===== src/rtl/regfile_mp.sv =====
// Multi-port integer register file with a per-register pending-write scoreboard.
// Reads are combinational; writes, issue marks and flushes take effect on the clock edge.
module regfile_mp #(
   parameter int XLEN    = 32,
   parameter int NREGS   = 32,
   parameter int NR      = 2,
   parameter int NW      = 1,
   parameter int ZERO_R0 = 1,
   parameter int BYPASS  = 1
) (
   input  logic                        clk,
   input  logic                        rst_n,
   input  logic [NR*$clog2(NREGS)-1:0] rd_addr,
   output logic [NR*XLEN-1:0]          rd_data,
   output logic [NR-1:0]               rd_busy,
   input  logic [NW-1:0]               wr_en,
   input  logic [NW*$clog2(NREGS)-1:0] wr_addr,
   input  logic [NW*XLEN-1:0]          wr_data,
   input  logic                        iss_en,
   input  logic [$clog2(NREGS)-1:0]    iss_addr,
   input  logic                        flush
);

   localparam int AW = $clog2(NREGS);

   logic [XLEN-1:0]  regs_q [NREGS];
   logic [NREGS-1:0] busy_q;
   logic [NREGS-1:0] busy_d;
   logic [NREGS-1:0] wr_hit;
   logic [XLEN-1:0]  wr_val [NREGS];
   logic [NREGS-1:0] iss_hit;

   // Per-register write decode; the later (higher-index) port overrides earlier ones.
   always_comb begin
      for (int r = 0; r < NREGS; r++) begin
         wr_hit[r]  = 1'b0;
         wr_val[r]  = '0;
         iss_hit[r] = iss_en && (iss_addr == AW'(r));
         for (int w = 0; w < NW; w++) begin
            if (wr_en[w] && (wr_addr[w*AW +: AW] == AW'(r))) begin
               wr_hit[r] = 1'b1;
               wr_val[r] = wr_data[w*XLEN +: XLEN];
            end
         end
      end
      if (ZERO_R0 != 0) begin
         wr_hit[0]  = 1'b0;
         iss_hit[0] = 1'b0;
      end
   end

   // Scoreboard priority: flush, then issue, then writeback clear.
   always_comb begin
      busy_d = busy_q;
      for (int r = 0; r < NREGS; r++) begin
         if (flush) begin
            busy_d[r] = 1'b0;
         end else if (iss_hit[r]) begin
            busy_d[r] = 1'b1;
         end else if (wr_hit[r]) begin
            busy_d[r] = 1'b0;
         end
      end
   end

   always_ff @(posedge clk or negedge rst_n) begin
      if (!rst_n) begin
         for (int r = 0; r < NREGS; r++) begin
            regs_q[r] <= '0;
         end
         busy_q <= '0;
      end else begin
         for (int r = 0; r < NREGS; r++) begin
            if (wr_hit[r]) begin
               regs_q[r] <= wr_val[r];
            end
         end
         busy_q <= busy_d;
      end
   end

   // Register 0 never receives a write when hardwired, so its flop is constant and trims away.
   always_comb begin
      rd_data = '0;
      rd_busy = '0;
      for (int p = 0; p < NR; p++) begin
         rd_data[p*XLEN +: XLEN] = regs_q[rd_addr[p*AW +: AW]];
         rd_busy[p]              = busy_q[rd_addr[p*AW +: AW]];
         if ((BYPASS != 0) && wr_hit[rd_addr[p*AW +: AW]]) begin
            rd_data[p*XLEN +: XLEN] = wr_val[rd_addr[p*AW +: AW]];
            if (!iss_hit[rd_addr[p*AW +: AW]]) begin
               rd_busy[p] = 1'b0;
            end
         end
         if ((ZERO_R0 != 0) && (rd_addr[p*AW +: AW] == '0)) begin
            rd_data[p*XLEN +: XLEN] = '0;
            rd_busy[p]              = 1'b0;
         end
      end
   end

endmodule


===== config.mk =====
export PLATFORM = sky130hd
export DESIGN_NAME = regfile_mp
export DESIGN_NICKNAME = d
export VERILOG_FILES = /design/src/rtl/regfile_mp.sv
export SDC_FILE = /design/constraint.sdc
export NUM_CORES = 2
export LEC_CHECK = 0
export BUFFER_PORTS_ARGS = -buffer_cell sky130_fd_sc_hd__buf_2
export CAP_MARGIN = 20
export CORE_MARGIN = 4
export CORE_UTILIZATION = 65
export CTS_BUF_LIST = sky130_fd_sc_hd__clkbuf_2 sky130_fd_sc_hd__clkbuf_4 sky130_fd_sc_hd__clkbuf_8
export CTS_CLUSTER_DIAMETER = 40
export DETAILED_ROUTE_END_ITERATION = 8
export MAX_ROUTING_LAYER = met4
export PLACE_DENSITY = 0.82
export SETUP_SLACK_MARGIN = 0.15
export SLEW_MARGIN = 5
export SYNTH_ARGS = -nofsm -noshare
export SYNTH_HDL_FRONTEND = slang
export SYNTH_SLANG_ARGS = --single-unit

===== constraint.sdc =====
create_clock -name clk -period 4.15 [get_ports clk]
set_input_delay 0.415 -clock clk [delete_from_list [all_inputs] [get_ports clk]]
set_output_delay 0.415 -clock clk [all_outputs]
set_load 0.05 [all_outputs]

==> impl_metrics.csv <==
group,metric,value,unit
status,status,"finished, violations left",
status,failed_checks,"design-rule violations",
synthesis,synthesis.area,56100,um2
route,drt_wl_total,171000,um
route,first_pass_iters,9,
route,ant_nets,0,
route,drc,1,
place,place.gp.congestion,0.959,
global_routing,track_usage,0.394,
synthesis,synth_warnings,0,
clocking,clk_pin_slew,0.06,ns
place,placed_area,58300,um2
setup_path,worst-path-buf-inv,3,
synthesis,synthArstFlopShare,1.00,
clocking,cts_made_buffers,174,
worst_hold_path,hold_path_class,"in2reg",
synthesis,ys_seq_area_frac,0.456,
global_routing,grt_pass1_vias,39683,
power_and_ir_drop,power,30.3,mW
setup_path,crit_type,"in2out",
route,dr.first_iter.drc_count,5278,
floorplanning,dieArea,91100,um2
setup_path,rrSetupSlack,3.32,ns
synthesis,yosys.area.top_type,"dfrtp_1",
clocking,cts.sinks,1023,
timing,rsz0062_at_grt,"no",
route,via_per_inst,7.42,
place,dp_hpwl,99500,um
setup_path,cp_max_fo,31,
synthesis,synth_top_area_frac,0.456,
cells_and_area,fillers,5324,
timing,fin_skew,0,ns
synthesis,yosys.cell_count.top_type,"dfrtp_1",
setup_path,slowest_stage,"nor2b_4",
timing,hold_viol,0,
synthesis,ys_ff_latch,1023,
synthesis,syn_avg_cell_area,14.4,um2
global_routing,grt_max_degree,96,
cells_and_area,final_area,62400,um2
clocking,clk_latency,0.85,ns
power_and_ir_drop,p_leak,27.0,nW
synthesis,synth.distinct_cells,69,
synthesis,yosys-top-cells-area,"dfrtp_1 (46%), mux4_2 (22%), mux2_2 (19%), nand2_1 (1.7%), buf_2 (1.4%)",
setup_path,slowest_delay,0.53,ns
setup_path,worst_path_most_repeated_cell,"a21oi_1",
global_routing,grt_overflow_total,0,
timing,tightest_slew,1.07,ns
setup_path,cp.arrival,3.18,ns
floorplanning,ios,123,
clocking,ctsHoldBuffers,13,
timing,min_period,3.59,ns
cells_and_area,stdcell_count,5237,
timing,setup_viol,0,
floorplanning,rows,107,
power_and_ir_drop,p_per_area,486,nW/um2
setup_path,cp-end-kind,"output port",
cells_and_area,area_growth,11.1,%
setup_path,startpoint_type,"input pin",
synthesis,syn_nets,3963,
timing,drv_slew,0,
timing,finalCritPeriodShare,0.866,
cells_and_area,fin_util,0.730,
global_routing,grt_pass1_wl,255000,um
route,vias,38852,
clocking,cts_setup_buffers,0,
clocking,clock-root-buffer,"clkbuf_8",
synthesis,synthTopCellsByCount,"dfrtp_1 (1,023), mux2_2 (959), mux4_2 (544), nand2_1 (259), clkbuf_1 (207)",
clocking,post_cts_resized,0,
job,cap_violations,0,
floorplanning,core,85400,um2
setup_path,cpLargestDelayFamily,"buffers and inverters",
global_routing,antenna_found_initial,12,
clocking,clockBufferDepth,3,
timing,relSlewSlack,0.285,
place,dpl.cell_count,4899,
place,io_buffers,122,
power_and_ir_drop,ir_drop,0.316,mV
cells_and_area,final_layout_size_suffix_gt1_frac,0.521,
synthesis,synth_flop_cell,"dfrtp_1",
setup_path,critical_path_required,3.73,ns
timing,setup_tns,0,ns
setup_path,timing.critical_path.cells,"buf_8, nor2b_4, buf_4, a221o_1, o21ai_0, o22ai_1, a21oi_1, a21oi_1, buf_2",
timing,fmax,278,MHz
floorplanning,start_util,0.657,
cells_and_area,nets,4002,
synthesis,synth-edff-count,0,
synthesis,synthCells,3906,
route,wl_per_cell,32.7,um
clocking,tritoncts,"done",
floorplanning,die_x,302,um
floorplanning,dieHeight,302,um
clocking,htree_levels,4,
==> worst min-delay path: stages <==
cell,delay [ns]
buf_2,0.27
nand2_1,0.13
nand2_1,0.05
==> sequential cells by signal, summed over array words and instances, names as in the netlist <==
signal / cells
busy_q: 31
regs_q: 992
==> cell type report <==
class / count / area (um2) / area share
diodes: 13 / 32.5 / 0.000522
multi-input cells: 2460 / 28800 / 0.461
flip-flops and latches: 1023 / 25600 / 0.411
repair buffers: 279 / 2580 / 0.0414
well taps: 1144 / 1430 / 0.0230
clock buffers: 261 / 3350 / 0.0538
clock inverters: 50 / 566 / 0.00907
inverters: 7 / 26.3 / 0.000421
==> path summary, 6_finish.rpt <==
| path | start | endpoint | cells past startpoint |
|---|---|---|---|
| hold reg to reg | regs_q[965]$_DFFE_PN0N_ | regs_q[965]$_DFFE_PN0N_ | 2 |
| min in group asynchronous | rst_n | regs_q[575]$_DFFE_PN0N_ | 2 |
| setup reg to reg | regs_q[62]$_DFFE_PN0N_ | regs_q[62]$_DFFE_PN0N_ | 1 |
| max in group asynchronous | rst_n | regs_q[125]$_DFFE_PN0N_ | 3 |
| hold / removal | wr_data[20] | regs_q[916]$_DFFE_PN0N_ | 3 |
| setup / recovery | rd_addr[6] | rd_data[42] | 9 |
==> per-layer routing <==
layer	track usage	vias up	wire, um
met5	-	-	0
met4	0.198	0	10100
met3	0.135	679	22400
met2	0.549	2729	75800
met1	0.522	20320	62800
li1	-	15124	-
==> per-stage QoR <==
stage               setup WS (ns)  hold WS [ns]
detailed placement          0.677         0.486
global placement            0.685         0.472
finish                      0.555        0.0642
CTS                         0.646      0.000499
global route                0.456        0.0634
floorplan                   0.717         0.119
==> cell families (layout without fill, tap and decap cells) <==
family	after synthesis	count (layout)	synth area share
AO/OA/AOI/OAI	384	384	0.0439
XOR/XNOR	19	19	0.00297
buffers and inverters	423	597	0.0341
flip-flops	1023	1023	0.456
multiplexers	1585	1585	0.426
other	0	13	0
AND/OR/NAND/NOR	472	472	0.0371
==> cells in the final DEF, fill, tap and decap left out, types with 53 or more instances in the layout <==
master / count
dfrtp_1: 1023
mux2_2: 959
mux4_2: 544
nand2_1: 243
clkbuf_8: 223
o21ai_0: 127
buf_4: 107
buf_2: 100
nor2_1: 91
mux2i_1: 77
a21oi_1: 75
buf_12: 53
==> where the power goes <==
group	total, mW	switching, mW	internal (mW)	leakage (nW)
combinational	6.83	3.01	3.82	11.8
sequential	13.3	1.45	11.9	13.1
clock	10.1	4.33	5.81	2.05
total	30.3	8.79	21.5	27.0
(Power assumes the default switching activity.)
